[src/rtl/synapse_scheduler.sv]
// synapse_scheduler
//   Walks the weight matrix of the ONN row by row and produces one signed
//   coupling sum per neuron:
//     sum[r] = sum over c != r of w[r][c] * s[c]
//   where s[c] = +1 when phase bit c is set and -1 otherwise. The phase
//   states are captured once, on start, and stay fixed for the whole pass.
//
// Ports
//   clk, rst_n       clock, asynchronous active-low reset
//   start            single-cycle pass request (honoured only in IDLE)
//   phase_state      neuron states, bit c = 1 -> +1, 0 -> -1
//   weight_addr_row  row address to the combinational weight memory
//   weight_addr_col  column address to the combinational weight memory
//   weight           signed weight for the current address
//   sum_valid/ready  handshake for each row sum
//   sum_row          neuron index of the presented sum
//   sum_data         signed coupling sum
//   busy             high while a pass is in progress, including done cycle
//   done             one-cycle pulse after the last sum is accepted
module synapse_scheduler #(
    parameter int NUM_NEURONS  = 15,
    parameter int WEIGHT_WIDTH = 5,
    parameter int ADDR_WIDTH   = 4,
    parameter int ACC_WIDTH    = WEIGHT_WIDTH + 4
) (
    input  logic                    clk,
    input  logic                    rst_n,
    input  logic                    start,
    input  logic [NUM_NEURONS-1:0]  phase_state,
    output logic [ADDR_WIDTH-1:0]   weight_addr_row,
    output logic [ADDR_WIDTH-1:0]   weight_addr_col,
    input  logic [WEIGHT_WIDTH-1:0] weight,
    output logic                    sum_valid,
    input  logic                    sum_ready,
    output logic [ADDR_WIDTH-1:0]   sum_row,
    output logic [ACC_WIDTH-1:0]    sum_data,
    output logic                    busy,
    output logic                    done
);

    localparam logic [1:0] IDLE  = 2'd0;
    localparam logic [1:0] ACCUM = 2'd1;
    localparam logic [1:0] EMIT  = 2'd2;
    localparam logic [1:0] DONE  = 2'd3;

    localparam logic [ADDR_WIDTH-1:0] LAST = ADDR_WIDTH'(NUM_NEURONS - 1);

    logic [1:0]             state;
    logic [ADDR_WIDTH-1:0]  row;
    logic [ADDR_WIDTH-1:0]  col;
    logic [ACC_WIDTH-1:0]   acc;
    logic [NUM_NEURONS-1:0] snap;

    logic [ACC_WIDTH-1:0]   w_ext;
    logic [ACC_WIDTH-1:0]   term;
    logic [ACC_WIDTH-1:0]   acc_next;

    // Addresses are live in ACCUM and EMIT (EMIT keeps the last column);
    // forced to zero otherwise so reset clears them asynchronously.
    assign weight_addr_row = (state == ACCUM || state == EMIT) ? row : '0;
    assign weight_addr_col = (state == ACCUM || state == EMIT) ? col : '0;
    assign busy            = (state != IDLE);
    assign done            = (state == DONE);

    always_comb begin
        w_ext = {{(ACC_WIDTH-WEIGHT_WIDTH){weight[WEIGHT_WIDTH-1]}}, weight};
        term  = '0;
        // Self-coupling is excluded whatever the memory holds on the diagonal.
        if (col != row) begin
            term = snap[col] ? w_ext : -w_ext;
        end
        acc_next = acc + term;
    end

    always_ff @(posedge clk or negedge rst_n) begin
        if (!rst_n) begin
            state     <= IDLE;
            row       <= '0;
            col       <= '0;
            acc       <= '0;
            snap      <= '0;
            sum_valid <= 1'b0;
            sum_row   <= '0;
            sum_data  <= '0;
        end else begin
            case (state)
                IDLE: begin
                    if (start) begin
                        snap  <= phase_state;
                        row   <= '0;
                        col   <= '0;
                        acc   <= '0;
                        state <= ACCUM;
                    end
                end
                ACCUM: begin
                    if (col == LAST) begin
                        sum_data  <= acc_next;
                        sum_row   <= row;
                        sum_valid <= 1'b1;
                        state     <= EMIT;
                    end else begin
                        acc <= acc_next;
                        col <= col + ADDR_WIDTH'(1);
                    end
                end
                EMIT: begin
                    if (sum_ready) begin
                        sum_valid <= 1'b0;
                        if (row == LAST) begin
                            state <= DONE;
                        end else begin
                            row   <= row + ADDR_WIDTH'(1);
                            col   <= '0;
                            acc   <= '0;
                            state <= ACCUM;
                        end
                    end
                end
                DONE: begin
                    state <= IDLE;
                end
                default: begin
                    state <= IDLE;
                end
            endcase
        end
    end

endmodule
[config.mk]
export PLATFORM = sky130hd
export DESIGN_NAME = synapse_scheduler
export DESIGN_NICKNAME = d
export VERILOG_FILES = /design/src/rtl/synapse_scheduler.sv
export SDC_FILE = /design/constraint.sdc
export NUM_CORES = 1
export LEC_CHECK = 0
export CAP_MARGIN = 20
export CORE_MARGIN = 8
export CORE_UTILIZATION = 53
export DETAILED_ROUTE_END_ITERATION = 8
export PLACE_DENSITY_LB_ADDON = 0.15
export SLEW_MARGIN = 10
export SYNTH_ARGS = -nofsm -noshare
export SYNTH_HDL_FRONTEND = slang
export SYNTH_SLANG_ARGS = --single-unit
[constraint.sdc]
create_clock -name clk -period 3.6 [get_ports clk]
set_input_delay 0.72 -clock clk [delete_from_list [all_inputs] [get_ports clk]]
set_output_delay 0.72 -clock clk [all_outputs]
set_load 0.01 [all_outputs]
== Word level (Yosys, flattened, before mapping) ==
Index checks and enable logic that the tools add are counted.
Word-level totals
  flip-flop bits (word level): 48
  input port bits: 24
Cells by class
  add/sub/neg operators: 4
  magnitude comparators: 1
  eq/ne operators: 11
  mux-type cells: 27
  reductions and logical operators: 12
Operator list (count)
  $mux W9: 6
  $mux W4: 8
  $pmux W9 S3: 1
  $pmux W4 S3: 1
  $add A9 B9 Y9: 1
  $neg A9 Y9: 1
  $add A4 B1 Y4 const B: 2
  $eq A4 B4 Y1 const B: 2
  $mux W2: 4
  $ne A2 B2 Y1 const B: 4
  $pmux W2 S4: 1
  $pmux W4 S2: 1
  $reduce_and A3 Y1: 2
  $reduce_bool A2 Y1: 3
  $lt A4 B5 Y1 const B: 1
  $reduce_and A5 Y1: 1
  $bmux W1 S4: 1
  $eq A2 B2 Y1 const B: 2
  $ne A4 B4 Y1: 1
  $reduce_and A2 Y1: 2
  $reduce_and A4 Y1: 1
  $mux W1: 3
  $reduce_bool A3 Y1: 1
  $eq A2 B1 Y1 const B: 1
  4 further kinds: 4

== Logic depth before layout (Yosys ltp) ==
  depth after elaboration: 7
  depth in mapped cells: 16
  depth with buffers taken out: 15

== Least setup slack after synthesis ==
No wires, ideal clock.
  path kind: register to register
  from: reg col[0]
  to: reg acc[8]
  setup time: 126 ps
  arrival time: 3197 ps
  setup slack: 277 ps
  stages on the path, launching flop included: 15
  buffers on the path: 1
  clock period less this slack: 3323 ps
  path through: dfrtp_1 -> buf_6 -> mux4_2 -> mux2i_4 -> o21ai_2 -> mux2i_1 -> or2_1 -> fa_1 -> nor2b_1 -> o21ai_1 -> a21oi_1 -> o41ai_4 -> xnor2_1 -> nor2_1 -> a221o_1
Between the ends
  cells in the longest elaborated chain, start to end: 7
Ends and longest elaborated chain
  start, declared: RTL line 50  | logic [ADDR_WIDTH-1:0] col;
  start signal, assigned: RTL line 104  | col <= col + ADDR_WIDTH'(1);
  $bmux W1 S4: RTL line 70  | term = snap[col] ? w_ext : -w_ext;
  $mux W1 (not written as such): RTL line 70
  $mux W9: RTL line 70
  $mux W9: RTL line 69  | if (col != row) begin
  $add A9 B9 Y9: RTL line 72  | acc_next = acc + term;
  $mux W9: RTL line 97  | if (col == LAST) begin
  $pmux W9 S3: RTL line 86  | case (state)
  end signal, assigned: RTL line 103  | acc <= acc_next;
  end, declared: RTL line 51  | logic [ACC_WIDTH-1:0] acc;
Parallel ways exist; a longest one is shown, timed or not. The select of a mux whose other input is x is not followed.
A chain may end at the register's enable or synchronous reset.

== Worst setup path in the final report ==
  from: reg col[1]
  to: reg acc[7]
Same word-level chain as after synthesis.

==> impl_metrics.py <==
metrics = {
    "route": {
        "wl_met3_um": 328,
        "via_per_inst": 5.46,
        "drt_wl_total_mm": 6.16,
        "met2_length_mm": 2.98,
        "drt-met1-wl_mm": 2.74,
        "highest_layer": "met4",
        "num_vias": 2190,
        "ant_nets": 0,
        "drt-initial-drc-count": 97,
        "drtPass1Iterations": 4,
        "wl_per_cell_um": 15.4,
        "drcViolationCount": 0,
    },
    "grt": {
        "grt_max_degree": 49,
        "grt_pass1_wl_mm": 10.2,
        "antenna_found_initial": 0,
        "gr-usage-all-layers": 0.165,
        "grt_overflow": 0,
        "grt_pass1_vias": 2230,
    },
    "timing": {
        "hold_ws_ns": 0.371,
        "finalCritPeriodShare": 0.948,
        "slew_viol_final": 0,
        "skew_ns": 0.00739,
        "grt_setup_unrepaired": "false",
        "period_needed_ns": 3.41,
        "tns_ns": 0,
        "finalHoldViolCount": 0,
        "finalSetupViolations": 0,
        "tightest_slew_ns": 0.615,
        "relSlewSlack": 0.589,
        "clock.fmax_mhz": 293,
        "worst_slack_ns": 0.187,
    },
    "die": {
        "die_h_um": 89.3,
        "io_pins": 48,
        "fp-row-count": 26,
        "start_util": 0.554,
        "die-area_um2": 7970,
        "dieWidth_um": 89.3,
        "core_region_area_um2": 5140,
    },
    "yosys": {
        "synthDistinctLibCells": 53,
        "syn_area_um2": 2850,
        "synth_warnings": 0,
        "seq_area_frac_synth": 0.422,
        "avgSynthCellArea_um2": 10.2,
        "synth_edf_count": 0,
        "async_flop_share": 1.00,
        "dominantRegCellSynth": "dfrtp_1",
        "syn-num-nets": 322,
        "syn_inst": 279,
        "ys_seq_elements": 48,
    },
    "worst_setup_path": {
        "critPathKind": "reg2reg",
        "crit_path_start": "col[1]",
        "critPathCapture": "acc[7]",
        "worstPathMaxFanout": 8,
        "r2r_end": "acc[7]",
        "crit_path_start_kind": "flip-flop",
        "cp.arrival_ns": 3.62,
        "r2r_slack_ns": 0.19,
        "crit_required_ns": 3.81,
        "reg2reg_depth": 14,
        "r2r_start": "col[1]",
        "endpoint_kind": "flip-flop",
    },
    "clocking": {
        "cts_buffers": 5,
        "postCtsHoldBufs": 0,
        "cts_tree": "done",
        "cts.path.max_buffers": 2,
        "clock-sinks": 48,
        "worst_skew_pair.late_latency_ns": 0.30,
        "htree_levels": 2,
        "root_buffer": "clkbuf_8",
        "path_clk_slew_ns": 0.09,
    },
    "placement": {
        "gp_congestion": 0.887,
        "dp_worst_setup_slack_ns": -0.0501,
        "dp_cells": 392,
        "place_area_um2": 3390,
        "dp_hpwl_mm": 4.61,
        "io_buffers": 47,
    },
    "finish": {
        "fillers": 415,
        "final_util": 0.690,
        "final_nets": 373,
        "antenna_cells": 0,
        "area_growth_pct": 24.6,
        "mostFrequentLayoutCells": "dfrtp_1, clkdlybuf4s50_1, nand2_1, o21ai_0, mux2_2",
        "final_common_cell": "dfrtp_1",
        "finish.instance_area_um2": 3550,
        "stdcell_count": 401,
        "layout-drive-gt1-share": 0.154,
    },
    "power_and_ir_drop": {
        "total_power_mw": 2.65,
        "p_leak_nw": 1.55,
        "power_density_nw_per_um2": 748,
        "ir_drop_mv": 0.588,
    },
    "flow_run": {
        "cap_violations": 0,
    },
    "run_status": {
        "status": "finished clean",
    },
    "min_path": {
        "hold_path.class": "in2async",
    },
}
-- synthesized netlist by cell type (2+ instances only) --
library cell	number	area (um^2)
dfrtp_1	48	1200
nand2_1	33	124
o21ai_0	26	130
mux2_2	20	225
ha_1	18	225
inv_1	14	52.6
nor2_1	14	52.6
a21oi_1	12	60.1
and2_1	8	50.1
xnor2_1	8	70.1
clkbuf_1	7	26.3
mux2i_1	6	60.1
nand3_1	4	20.0
nor3_1	4	20.0
o31ai_1	4	30.0
a41oi_1	3	26.3
buf_6	3	33.8
nor2b_1	3	18.8
or3_1	3	18.8
xor2_1	3	26.3
nand2b_1	2	12.5
nand3b_1	2	15.0
o21ai_1	2	10.0
or2_0	2	12.5
or2b_1	2	15.0
-- worst max-delay path: stages (launching register included) --
cell and delay (ns):
dfrtp_1 0.56, mux4_2 0.40, mux2i_4 0.22, o21ai_2 0.15, mux2i_1 0.14, or2_1 0.25
inv_1 0.06, ha_1 0.22, a21o_1 0.18, a21oi_1 0.21, nor2b_1 0.07, o21a_1 0.18
o41a_1 0.34, xnor2_1 0.15, o31ai_1 0.20
-- worst min-delay path by stage --
stage | end | slack, ns | start | depth (start not counted)
floorplan | acc[0] | 0.42 | rst_n | 0
global placement | sum_data[5] | 0.46 | sum_data[5] | 2
detailed placement | sum_data[4] | 0.47 | sum_data[4] | 2
CTS | sum_data[4] | 0.49 | sum_data[4] | 2
global route | row[1] | 0.40 | rst_n | 1
finish | row[1] | 0.37 | rst_n | 1
-- cells by family after synthesis --
logic type,synth area share
flip-flops,0.422
multiplexers,0.125
adder cells (fa/ha/maj),0.0861
AND/OR/NAND/NOR,0.144
buffers and inverters,0.0466
XOR/XNOR,0.0395
AO/OA/AOI/OAI,0.137
-- flip-flops by register name, indices dropped and copies added, names as in the netlist --
signal,count
sum_data,9
acc,9
col,4
sum_row,4
snap,15
sum_valid,1
row,4
state,2
-- cell type report --
| cell class | count | area, um^2 | area share |
|---|---|---|---|
| Tap cell | 70 | 87.6 | 0.0247 |
| Inverter | 14 | 52.6 | 0.0148 |
| Multi-Input combinational cell | 204 | 1530 | 0.430 |
| Sequential cell | 48 | 1200 | 0.339 |
| Clock inverter | 1 | 30.0 | 0.00846 |
| Clock buffer | 7 | 96.3 | 0.0272 |
| Timing Repair Buffer | 57 | 553 | 0.156 |
-- what timing repair did --
| action | 4_1_cts | 5_1_grt |
|---|---|---|
| gates resized for setup | 0 | 5 |
| setup buffers | 0 | 0 |
| endpoints found under the setup margin | 0 | 4 |
-- power by group --
group | internal, mW | switching (mW)
clock | 0.245 | 0.180
combinational | 0.648 | 0.748
sequential | 0.696 | 0.135
-- routing by layer --
metal,GRT usage,vias up
met4,0.0544,0
li1,-,1076
met3,0.0496,11
met5,0,-
met2,0.268,56
met1,0.204,1047
No activity file was read; power rests on OpenSTA's default activity.
